===== src/rtl/mem_line_responder_if.sv =====
// Line request/response bundle between the cache, the line responder and the word RAM.
// The master modport is the cache plus RAM side; the slave modport is the responder.
interface mem_line_responder_if #(
    parameter int ADDR_W     = 32,
    parameter int WORD_W     = 32,
    parameter int LINE_WORDS = 2,
    parameter int RAM_AW     = 12
);
    logic                         mrq_cs;
    logic                         mrq_rw;
    logic [ADDR_W-1:0]            mrq_addr;
    logic [LINE_WORDS*WORD_W-1:0] mrq_data;
    logic                         mrs_ack;
    logic [LINE_WORDS*WORD_W-1:0] mrs_data;
    logic [RAM_AW-1:0]            ram_address;
    logic                         ram_wren;
    logic [WORD_W-1:0]            ram_data;
    logic [WORD_W-1:0]            ram_q;

    modport master (
        output mrq_cs, mrq_rw, mrq_addr, mrq_data, ram_q,
        input  mrs_ack, mrs_data, ram_address, ram_wren, ram_data
    );

    modport slave (
        input  mrq_cs, mrq_rw, mrq_addr, mrq_data, ram_q,
        output mrs_ack, mrs_data, ram_address, ram_wren, ram_data
    );
endinterface


===== src/rtl/mem_line_responder.sv =====
// Serves cache line reads/writes by sequencing LINE_WORDS accesses to a single-port word RAM.
// Optional MEMRSP_PERF_CNT_EN adds saturating rd_count/wr_count line counters.
module mem_line_responder #(
    parameter int ADDR_W     = 32,
    parameter int WORD_W     = 32,
    parameter int LINE_WORDS = 2,
    parameter int RAM_AW     = 12
) (
    input  logic                   clk,
    input  logic                   rst,
`ifdef MEMRSP_PERF_CNT_EN
    output logic [15:0]            rd_count,
    output logic [15:0]            wr_count,
`endif
    mem_line_responder_if.slave    bus
);
    localparam int IDX_W  = $clog2(LINE_WORDS);
    localparam int STEP_W = IDX_W + 1;
    localparam int LINE_W = LINE_WORDS * WORD_W;
    localparam logic [STEP_W-1:0] LAST_WR_STEP = STEP_W'(LINE_WORDS - 1);
    localparam logic [STEP_W-1:0] LAST_RD_STEP = STEP_W'(LINE_WORDS);

    typedef enum logic [2:0] {
        ST_IDLE,
        ST_WRITE,
        ST_READ,
        ST_RESP,
        ST_RELEASE
    } state_e;

    state_e              state_q;
    logic [RAM_AW-1:0]   base_q;
    logic [LINE_W-1:0]   wline_q;
    logic [STEP_W-1:0]   step_q;
    logic                mrs_ack_q;
    logic [LINE_W-1:0]   mrs_data_q;
    logic [RAM_AW-1:0]   ram_address_q;
    logic                ram_wren_q;
    logic [WORD_W-1:0]   ram_data_q;

    logic [RAM_AW-1:0]   req_base;
    logic [IDX_W-1:0]    nxt_idx;
    logic [IDX_W-1:0]    cap_idx;
    logic                unused_addr_bits;

    // Word address of the line: byte offset dropped, word-in-line bits cleared, upper bits wrap.
    assign req_base = bus.mrq_addr[RAM_AW+1:2] & ~RAM_AW'((1 << IDX_W) - 1);
    assign unused_addr_bits = ^{bus.mrq_addr[ADDR_W-1:RAM_AW+2], bus.mrq_addr[1:0]};

    // step_q counts clock edges spent in WRITE/READ; a read word returns one edge after its address.
    assign nxt_idx = step_q[IDX_W-1:0] + IDX_W'(1);
    assign cap_idx = step_q[IDX_W-1:0] - IDX_W'(1);

    // NOTE: every register below uses <= so all of them update from the same pre-edge values.
    always_ff @(posedge clk or negedge rst) begin
        if (!rst) begin
            state_q       <= ST_IDLE;
            base_q        <= '0;
            // NOTE: the line buffer is reset too; it is a plain register, not a RAM macro.
            wline_q       <= '0;
            step_q        <= '0;
            mrs_ack_q     <= 1'b0;
            mrs_data_q    <= '0;
            ram_address_q <= '0;
            ram_wren_q    <= 1'b0;
            ram_data_q    <= '0;
        end else begin
            unique case (state_q)
                ST_IDLE: begin
                    if (bus.mrq_cs) begin
                        base_q        <= req_base;
                        wline_q       <= bus.mrq_data;
                        step_q        <= '0;
                        ram_address_q <= req_base;
                        if (bus.mrq_rw) begin
                            ram_wren_q <= 1'b1;
                            ram_data_q <= bus.mrq_data[WORD_W-1:0];
                            state_q    <= ST_WRITE;
                        end else begin
                            state_q    <= ST_READ;
                        end
                    end
                end

                ST_WRITE: begin
                    if (step_q == LAST_WR_STEP) begin
                        ram_wren_q <= 1'b0;
                        mrs_ack_q  <= 1'b1;
                        state_q    <= ST_RESP;
                    end else begin
                        ram_address_q <= base_q | RAM_AW'(nxt_idx);
                        ram_data_q    <= wline_q[nxt_idx*WORD_W +: WORD_W];
                        step_q        <= step_q + 1'b1;
                    end
                end

                ST_READ: begin
                    if (step_q != '0) begin
                        mrs_data_q[cap_idx*WORD_W +: WORD_W] <= bus.ram_q;
                    end
                    if (step_q == LAST_RD_STEP) begin
                        mrs_ack_q <= 1'b1;
                        state_q   <= ST_RESP;
                    end else begin
                        if (step_q < LAST_WR_STEP) begin
                            ram_address_q <= base_q | RAM_AW'(nxt_idx);
                        end
                        step_q <= step_q + 1'b1;
                    end
                end

                ST_RESP: begin
                    mrs_ack_q <= 1'b0;
                    state_q   <= ST_RELEASE;
                end

                // A request held high across its ack must not be served a second time.
                ST_RELEASE: begin
                    if (!bus.mrq_cs) begin
                        state_q <= ST_IDLE;
                    end
                end

                default: state_q <= ST_IDLE;
            endcase
        end
    end

    assign bus.mrs_ack     = mrs_ack_q;
    assign bus.mrs_data    = mrs_data_q;
    assign bus.ram_address = ram_address_q;
    assign bus.ram_wren    = ram_wren_q;
    assign bus.ram_data    = ram_data_q;

`ifdef MEMRSP_PERF_CNT_EN
    logic        rw_q;
    logic [15:0] rd_count_q;
    logic [15:0] wr_count_q;

    always_ff @(posedge clk or negedge rst) begin
        if (!rst) begin
            rw_q       <= 1'b0;
            rd_count_q <= '0;
            wr_count_q <= '0;
        end else begin
            if (state_q == ST_IDLE && bus.mrq_cs) begin
                rw_q <= bus.mrq_rw;
            end
            if (state_q == ST_RESP) begin
                if (rw_q && wr_count_q != 16'hFFFF) begin
                    wr_count_q <= wr_count_q + 16'd1;
                end
                if (!rw_q && rd_count_q != 16'hFFFF) begin
                    rd_count_q <= rd_count_q + 16'd1;
                end
            end
        end
    end

    assign rd_count = rd_count_q;
    assign wr_count = wr_count_q;
`endif
endmodule

===== src/flat_wrapper.sv =====
// flat-port wrapper written by rule: the top's interface ports become plain ports
module mem_line_responder_flat 
#(
    parameter int ADDR_W     = 32,
    parameter int WORD_W     = 32,
    parameter int LINE_WORDS = 2,
    parameter int RAM_AW     = 12
)
  (clk, rst, bus_mrq_cs, bus_mrq_rw, bus_mrq_addr, bus_mrq_data, bus_ram_q, bus_mrs_ack, bus_mrs_data, bus_ram_address, bus_ram_wren, bus_ram_data);
  mem_line_responder_if #(.ADDR_W(ADDR_W), .WORD_W(WORD_W), .LINE_WORDS(LINE_WORDS), .RAM_AW(RAM_AW)) bus_i ();
  input  logic clk;
  input  logic rst;
  input wire logic [$bits(bus_i.mrq_cs)-1:0] bus_mrq_cs;
  input wire logic [$bits(bus_i.mrq_rw)-1:0] bus_mrq_rw;
  input wire logic [$bits(bus_i.mrq_addr)-1:0] bus_mrq_addr;
  input wire logic [$bits(bus_i.mrq_data)-1:0] bus_mrq_data;
  input wire logic [$bits(bus_i.ram_q)-1:0] bus_ram_q;
  output wire logic [$bits(bus_i.mrs_ack)-1:0] bus_mrs_ack;
  output wire logic [$bits(bus_i.mrs_data)-1:0] bus_mrs_data;
  output wire logic [$bits(bus_i.ram_address)-1:0] bus_ram_address;
  output wire logic [$bits(bus_i.ram_wren)-1:0] bus_ram_wren;
  output wire logic [$bits(bus_i.ram_data)-1:0] bus_ram_data;
  assign bus_i.mrq_cs = bus_mrq_cs;
  assign bus_i.mrq_rw = bus_mrq_rw;
  assign bus_i.mrq_addr = bus_mrq_addr;
  assign bus_i.mrq_data = bus_mrq_data;
  assign bus_i.ram_q = bus_ram_q;
  assign bus_mrs_ack = bus_i.mrs_ack;
  assign bus_mrs_data = bus_i.mrs_data;
  assign bus_ram_address = bus_i.ram_address;
  assign bus_ram_wren = bus_i.ram_wren;
  assign bus_ram_data = bus_i.ram_data;
  mem_line_responder #(.ADDR_W(ADDR_W), .WORD_W(WORD_W), .LINE_WORDS(LINE_WORDS), .RAM_AW(RAM_AW)) u_core (.clk(clk), .rst(rst), .bus(bus_i));
endmodule

===== config.mk =====
export PLATFORM = sky130hd
export DESIGN_NAME = mem_line_responder_flat
export DESIGN_NICKNAME = d
export VERILOG_FILES = /design/src/rtl/mem_line_responder_if.sv /design/src/rtl/mem_line_responder.sv /design/src/flat_wrapper.sv
export SDC_FILE = /design/constraint.sdc
export NUM_CORES = 1
export LEC_CHECK = 0
export ABC_AREA = 1
export CAP_MARGIN = 20
export CORE_MARGIN = 10
export CORE_UTILIZATION = 48
export CTS_CLUSTER_DIAMETER = 120
export DETAILED_ROUTE_END_ITERATION = 6
export PLACE_DENSITY = 0.87
export SLEW_MARGIN = 30
export SYNTH_ARGS = -nofsm -noshare
export SYNTH_HDL_FRONTEND = slang
export SYNTH_SLANG_ARGS = --single-unit
export TNS_END_PERCENT = 10

===== constraint.sdc =====
create_clock -name clk -period 2.5 [get_ports clk]
set_input_delay 0.75 -clock clk [delete_from_list [all_inputs] [get_ports clk]]
set_output_delay 0.75 -clock clk [all_outputs]
set_load 0.03 [all_outputs]

### Word level (Yosys, flattened, before mapping)

Index checks and enable logic that the tools add are counted.

| word-level totals | value |
|---|---|
| bits in registers | 190 |
| latch bits | 0 |
| bits in writable memories | 0 |
| bits in read-only memories | 0 |
| output and inout port bits | 110 |
| word-level logic and storage cells | 72 |
| memories | 0 |

| operators by class | value |
|---|---|
| add/subtract/negate cells | 4 |
| multiply operators | 0 |
| divide/modulo/power cells | 0 |
| magnitude comparators | 1 |
| eq/ne operators | 14 |
| shift operators | 3 |
| muxes and demuxes | 27 |
| bitwise gates (word level) | 1 |
| reductions and logical operators | 13 |

Operators by type and width:

| cell | count |
|---|---|
| two-way mux 32 bit | 3 |
| bitwise mux 64 bit | 1 |
| one-hot mux 32 bit (2 select lines) | 1 |
| variable shift 32 x 34 -> 64 bit (first input constant) | 1 |
| variable part select 32 x 34 -> 64 bit | 1 |
| variable part select 64 x 7 -> 32 bit | 1 |
| two-way mux 12 bit | 4 |
| one-hot mux 12 bit (3 select lines) | 1 |
| negator 6 -> 34 bit | 1 |
| AND reduction 4 bit | 4 |
| one-hot mux 3 bit (5 select lines) | 1 |
| two-way mux 3 bit | 4 |
| OR 12 x 1 -> 12 bit | 1 |
| != test 2 bit (second input constant) | 5 |
| two-way mux 2 bit | 4 |
| == test 3 x 2 -> 1 bit (second input constant) | 2 |
| != test 2 x 1 -> 1 bit (second input constant) | 3 |
| one-hot mux 2 bit (3 select lines) | 1 |
| nonzero test 3 bit | 2 |
| two-way mux 1 bit | 5 |
| AND reduction 5 bit | 1 |
| AND reduction 2 bit | 2 |
| nonzero test 2 bit | 2 |
| == test 3 x 1 -> 1 bit (second input constant) | 1 |
| 11 further kinds | 11 |

### Depth between registers and ports, before layout

| logic depth | value |
|---|---|
| word-level depth | 5 |
| gate-level depth with buffers | 10 |

### Worst setup path after synthesis

OpenSTA, ideal clock, no wires.

| timing path | value |
|---|---|
| kind | reg2reg |
| start point | register u_core.step_q[0] |
| end point | register u_core.ram_address_q[10], in the netlist u_core.bus.ram_address[10] |
| arrival time | 1.738 ns |
| setup slack | 0.697 ns |
| stages on the path, launching flop included | 11 |
| path through | dfrtp_1 buf_2 clkinv_1 buf_2 ha_1 nand4_1 nand2_1 nor2_1 buf_2 nand3_1 nand2_1 |

| between the ends | value |
|---|---|
| cells in the longest elaborated chain, start to end | 3 |
| elaborated cells between the ends (all ways) | 7 |
| those cells by class | order compare (1); eq/ne (5); reduce/logical (1) |

RTL lines:

| item | line | source |
|---|---|---|
| start: declaration | mem_line_responder.sv:34 | `logic [STEP_W-1:0] step_q;` |
| start signal: assignment | mem_line_responder.sv:93 | `step_q <= step_q + 1'b1;` |
| start signal: assignment | mem_line_responder.sv:108 | `step_q <= step_q + 1'b1;` |
| < comparator 2 x 1 -> 1 bit (tied with other cells) | mem_line_responder.sv:105 | `if (step_q < LAST_WR_STEP) begin` |
| != test 2 x 1 -> 1 bit (no line) or != test 2 bit (tied branches) | - |  |
| AND reduction 5 bit (no line) * | - |  |
| end signal: assignment | mem_line_responder.sv:74 | `ram_address_q <= req_base;` |
| end signal: assignment | mem_line_responder.sv:91 | `ram_address_q <= base_q \| RAM_AW'(nxt_idx);` |
| end signal: assignment | mem_line_responder.sv:106 | `ram_address_q <= base_q \| RAM_AW'(nxt_idx);` |
| end: declaration | mem_line_responder.sv:37 | `logic [RAM_AW-1:0] ram_address_q;` |

Every way passes the cells marked *; elsewhere a longest branch is shown, timed or not.
A chain may end at the register's enable or synchronous reset.

### Worst setup path in the final report

| timing path | value |
|---|---|
| start point | register u_core.ram_data_q[2], in the netlist u_core.bus.ram_data[2] |
| end point | output bus_ram_data[2] |

RTL lines:

| item | line | source |
|---|---|---|
| start: declaration | mem_line_responder.sv:39 | `logic [WORD_W-1:0] ram_data_q;` |
| start signal: assignment | mem_line_responder.sv:77 | `ram_data_q <= bus.mrq_data[WORD_W-1:0];` |
| start signal: assignment | mem_line_responder.sv:92 | `ram_data_q <= wline_q[nxt_idx*WORD_W +: WORD_W];` |
| end: declaration | flat_wrapper.sv:22 | `output wire logic [$bits(bus_i.ram_data)-1:0] bus_ram_data;` |

No word-level cell between the ends.

==> impl_metrics.py <==
metrics = {
    "outcome": {
        "status": "finished clean",
    },
    "die": {
        "core_region_area_um2": 17180,
        "die_area_um2": 23030,
        "die_h_um": 151.8,
        "die_w_um": 151.8,
        "io_pins": 242,
        "start_util": 0.4852,
        "std_cell_rows": 48,
    },
    "routing": {
        "drt_iter0_markers": 538,
        "post_drt_wl_per_cell_um": 17.13,
        "ant_nets": 0,
        "viasPerCell": 5.189,
        "drtPass1Iterations": 5,
        "routed_wl_um": 24480,
        "vias": 7415,
        "drc": 0,
    },
    "sta": {
        "hold_violations": 0,
        "slew_viol_final": 0,
        "setup_ws_ns": 0.2437,
        "period_share": 0.9025,
        "slew_headroom": 0.5657,
        "worst_slew_pin_slew_ns": 0.6515,
        "fin_worst_skew_ns": 0.009818,
        "fmax_mhz": 443.2,
        "holdWs_ns": 0.2886,
        "finalCriticalPeriod_ns": 2.256,
        "setup_tns_ns": 0,
        "setup_viol_count_final": 0,
        "rsz0062_at_grt": "false",
    },
    "clocking": {
        "clockBufferDepth": 2,
        "cts-root-buf": "clkbuf_16",
        "clkTransAtPathRegs_ns": 0.07,
        "cts_sinks": 190,
        "htreeDepth": 4,
        "cts_tree": "yes",
        "postCtsSetupBuffers": 0,
        "clk_latency_ns": 0.42,
        "cts_resized": 0,
        "cts_inserted_buffers": 17,
        "cts_hold_buf": 0,
    },
    "yosys": {
        "synth_cells": 991,
        "synth_compound_area_frac": 0.1087,
        "yosysSeqAreaShare": 0.5705,
        "ys_top_cells_by_area": "dfrtp_1, nand2_1, o21ai_1",
        "synth.distinct_cells": 23,
        "synthAdderAreaFrac": 0.004504,
        "syn_avg_cell_area_um2": 8.410,
        "synth_top_cell_area_share": 0.5705,
        "muxShareOfSynthArea": 0,
        "synthXorXnorAreaFrac": 0,
        "syn-num-nets": 1126,
        "yosys.area.top_type": "dfrtp_1",
        "synth-seq-cells": 190,
        "synthesis.area_um2": 8334,
        "synth_simple_gate_area_share": 0.2398,
        "synth_top_family_by_area": "simple AND/OR/NAND/NOR gates",
        "yosys_warnings": 0,
    },
    "global_routing": {
        "grt_start_max_net_pins": 65,
        "grt_pass1_vias": 7322,
        "grt_remaining_overflow": 0,
        "grt_first_pass_wirelength_um": 38130,
        "grt_usage": 0.2097,
        "antenna_found_initial": 2,
    },
    "pwr": {
        "clkPwrFrac": 0.157,
        "p_leak_nw": 5.585,
        "switchingPower_mw": 7.535,
        "ir_drop_mv": 0.9237,
        "switching_share": 0.4496,
        "p_seq_frac": 0.325,
        "power_density_nw_per_um2": 1487,
        "cellInternalPower_mw": 9.224,
        "combPwrFrac": 0.518,
    },
    "job": {
        "drv_cap": 0,
    },
    "final_layout": {
        "drive_gt1_frac": 0.05907,
        "multiInputGateArea_um2": 2947,
        "nets": 1324,
        "nFillCells": 1391,
        "area_delta_synth_final_pct": 35.20,
        "design_area_um2": 11270,
        "seq_area_um2": 4756,
    },
    "setup_path": {
        "r2r_start": "u_core.step_q[0]",
        "crit_family": "buffers and inverters",
        "startpoint_type": "flip-flop",
        "rr_worst_depth": 6,
        "crit_path_cell_trace": "clkdlybuf4s50_1",
        "crit_path_max_fanout": 2,
        "critical_path_class": "flip-flop to output port",
        "required_ns": 1.75,
        "critPathArrivalTime_ns": 1.51,
        "regToRegEndpoint": "u_core.bus.mrs_data[51]",
        "critPathSlowestCell": "clkdlybuf4s50_1",
        "ff2ff_setup_slack_ns": 0.51,
        "critPathMaxStageDelay_ns": 0.74,
        "setup.worst_path.end_class": "output port",
        "crit_buf_inv": 1,
    },
    "placement": {
        "dp_hpwl_um": 17220,
        "dpl_cell_area_um2": 10690,
        "dpl_worst_slack_ns": 0.4607,
        "port_buffers": 220,
        "gp_congestion": 0.8508,
    },
    "worst_hold_path": {
        "hold_path.class": "input pin to asynchronous set/reset pin",
    },
}
==> worst max-delay path by stage <==
stage / from / end / slack [ns] / cells after the start
floorplan: u_core.step_q[0] / u_core.bus.ram_address[10] / 0.70 / 10
global placement: bus_mrq_rw / u_core.bus.ram_data[21] / 0.50 / 7
detailed placement: bus_mrq_rw / u_core.bus.ram_data[22] / 0.46 / 6
CTS: u_core.bus.ram_data[2] / bus_ram_data[2] / 0.22 / 1
global route: u_core.bus.ram_address[0] / bus_ram_address[0] / 0.17 / 1
finish: u_core.bus.ram_data[2] / bus_ram_data[2] / 0.24 / 1
==> registers in the layout (all words and copies together), names as in the netlist <==
| register | flops |
|---|---|
| u_core.bus.mrs_data | 64 |
| u_core.bus.mrs_ack | 1 |
| u_core.wline_q | 64 |
| u_core.bus.ram_data | 32 |
| u_core.step_q | 2 |
| u_core.bus.ram_wren | 1 |
| u_core.state_q | 3 |
| u_core.bus.ram_address | 12 |
| u_core.base_q | 11 |
==> placed cells by master, fill, tap and decap left out, types with 2 or more instances in the layout <==
| cell | instances |
|---|---|
| nand2_1 | 316 |
| clkdlybuf4s50_1 | 218 |
| dfrtp_1 | 189 |
| o21ai_1 | 94 |
| nand3_1 | 87 |
| inv_1 | 78 |
| nor2_1 | 55 |
| o21ai_0 | 53 |
| a21oi_1 | 34 |
| clkbuf_16 | 17 |
| buf_4 | 14 |
| inv_6 | 7 |
| buf_12 | 5 |
| nor2_4 | 3 |
| nand2_2 | 3 |
| nand2_4 | 3 |
| nand3_2 | 3 |
| ha_1 | 3 |
| clkinv_2 | 3 |
| diode_2 | 2 |
| inv_2 | 2 |
| nand3_4 | 2 |
| nand4_1 | 2 |
| clkinvlp_4 | 2 |
| clkbuf_8 | 2 |
==> cells in the mapped netlist, drive strengths merged <==
cell    count
a21oi      34
buf        46
clkbuf     14
clkinv      1
dfrtp     190
ha          3
inv        80
nand2     322
nand3      92
nand4       2
nor2       59
nor3        1
o21ai     147
==> power groups by stage <==
| stage | clock [mW] | sequential [mW] | combinational, mW |
|---|---|---|---|
| 2_1_floorplan | 0 | 7.09 | 3.90 |
| 3_3_place_gp | 0 | 5.39 | 8.45 |
| 3_5_place_dp | 0 | 5.48 | 8.71 |
| 4_1_cts | 2.67 | 5.44 | 8.76 |
| 5_1_grt | 2.82 | 5.61 | 9.52 |
| 6_report | 2.63 | 5.45 | 8.67 |
==> through the flow <==
| stage | total power, mW | instances | utilization |
|---|---|---|---|
| after floorplan | 10.99 | 991 | - |
| after global placement | 13.84 | 1395 | 0.6226 |
| after detailed placement | 14.19 | 1395 | 0.6226 |
| after CTS | 16.87 | 1427 | 0.6557 |
| after global routing | 17.95 | 1429 | 0.6560 |
| final | 16.76 | 1429 | 0.6560 |
==> cell type report <==
class,count,area share
flip-flops and latches,190,0.4221
inverters,81,0.02698
clock buffers,18,0.03897
repair buffers,239,0.2135
clock inverters,14,0.01155
well taps,225,0.02498
multi-input cells,660,0.2615
diodes,2,0.0004441
==> metal layers <==
| metal | global-route usage | wire (um) |
|---|---|---|
| met1 | 0.2581 | 9790 |
| met2 | 0.3568 | 12390 |
| met3 | 0.04366 | 1790 |
| met4 | 0.07531 | 503 |
| met5 | 0 | 0 |
==> cells by family after synthesis <==
kind of cell / after synthesis
simple gates: 476
buf+inv: 141
compound gates: 181
flops: 190
fa+ha+maj: 3
Note: power is estimated with default switching activity, not from simulation.
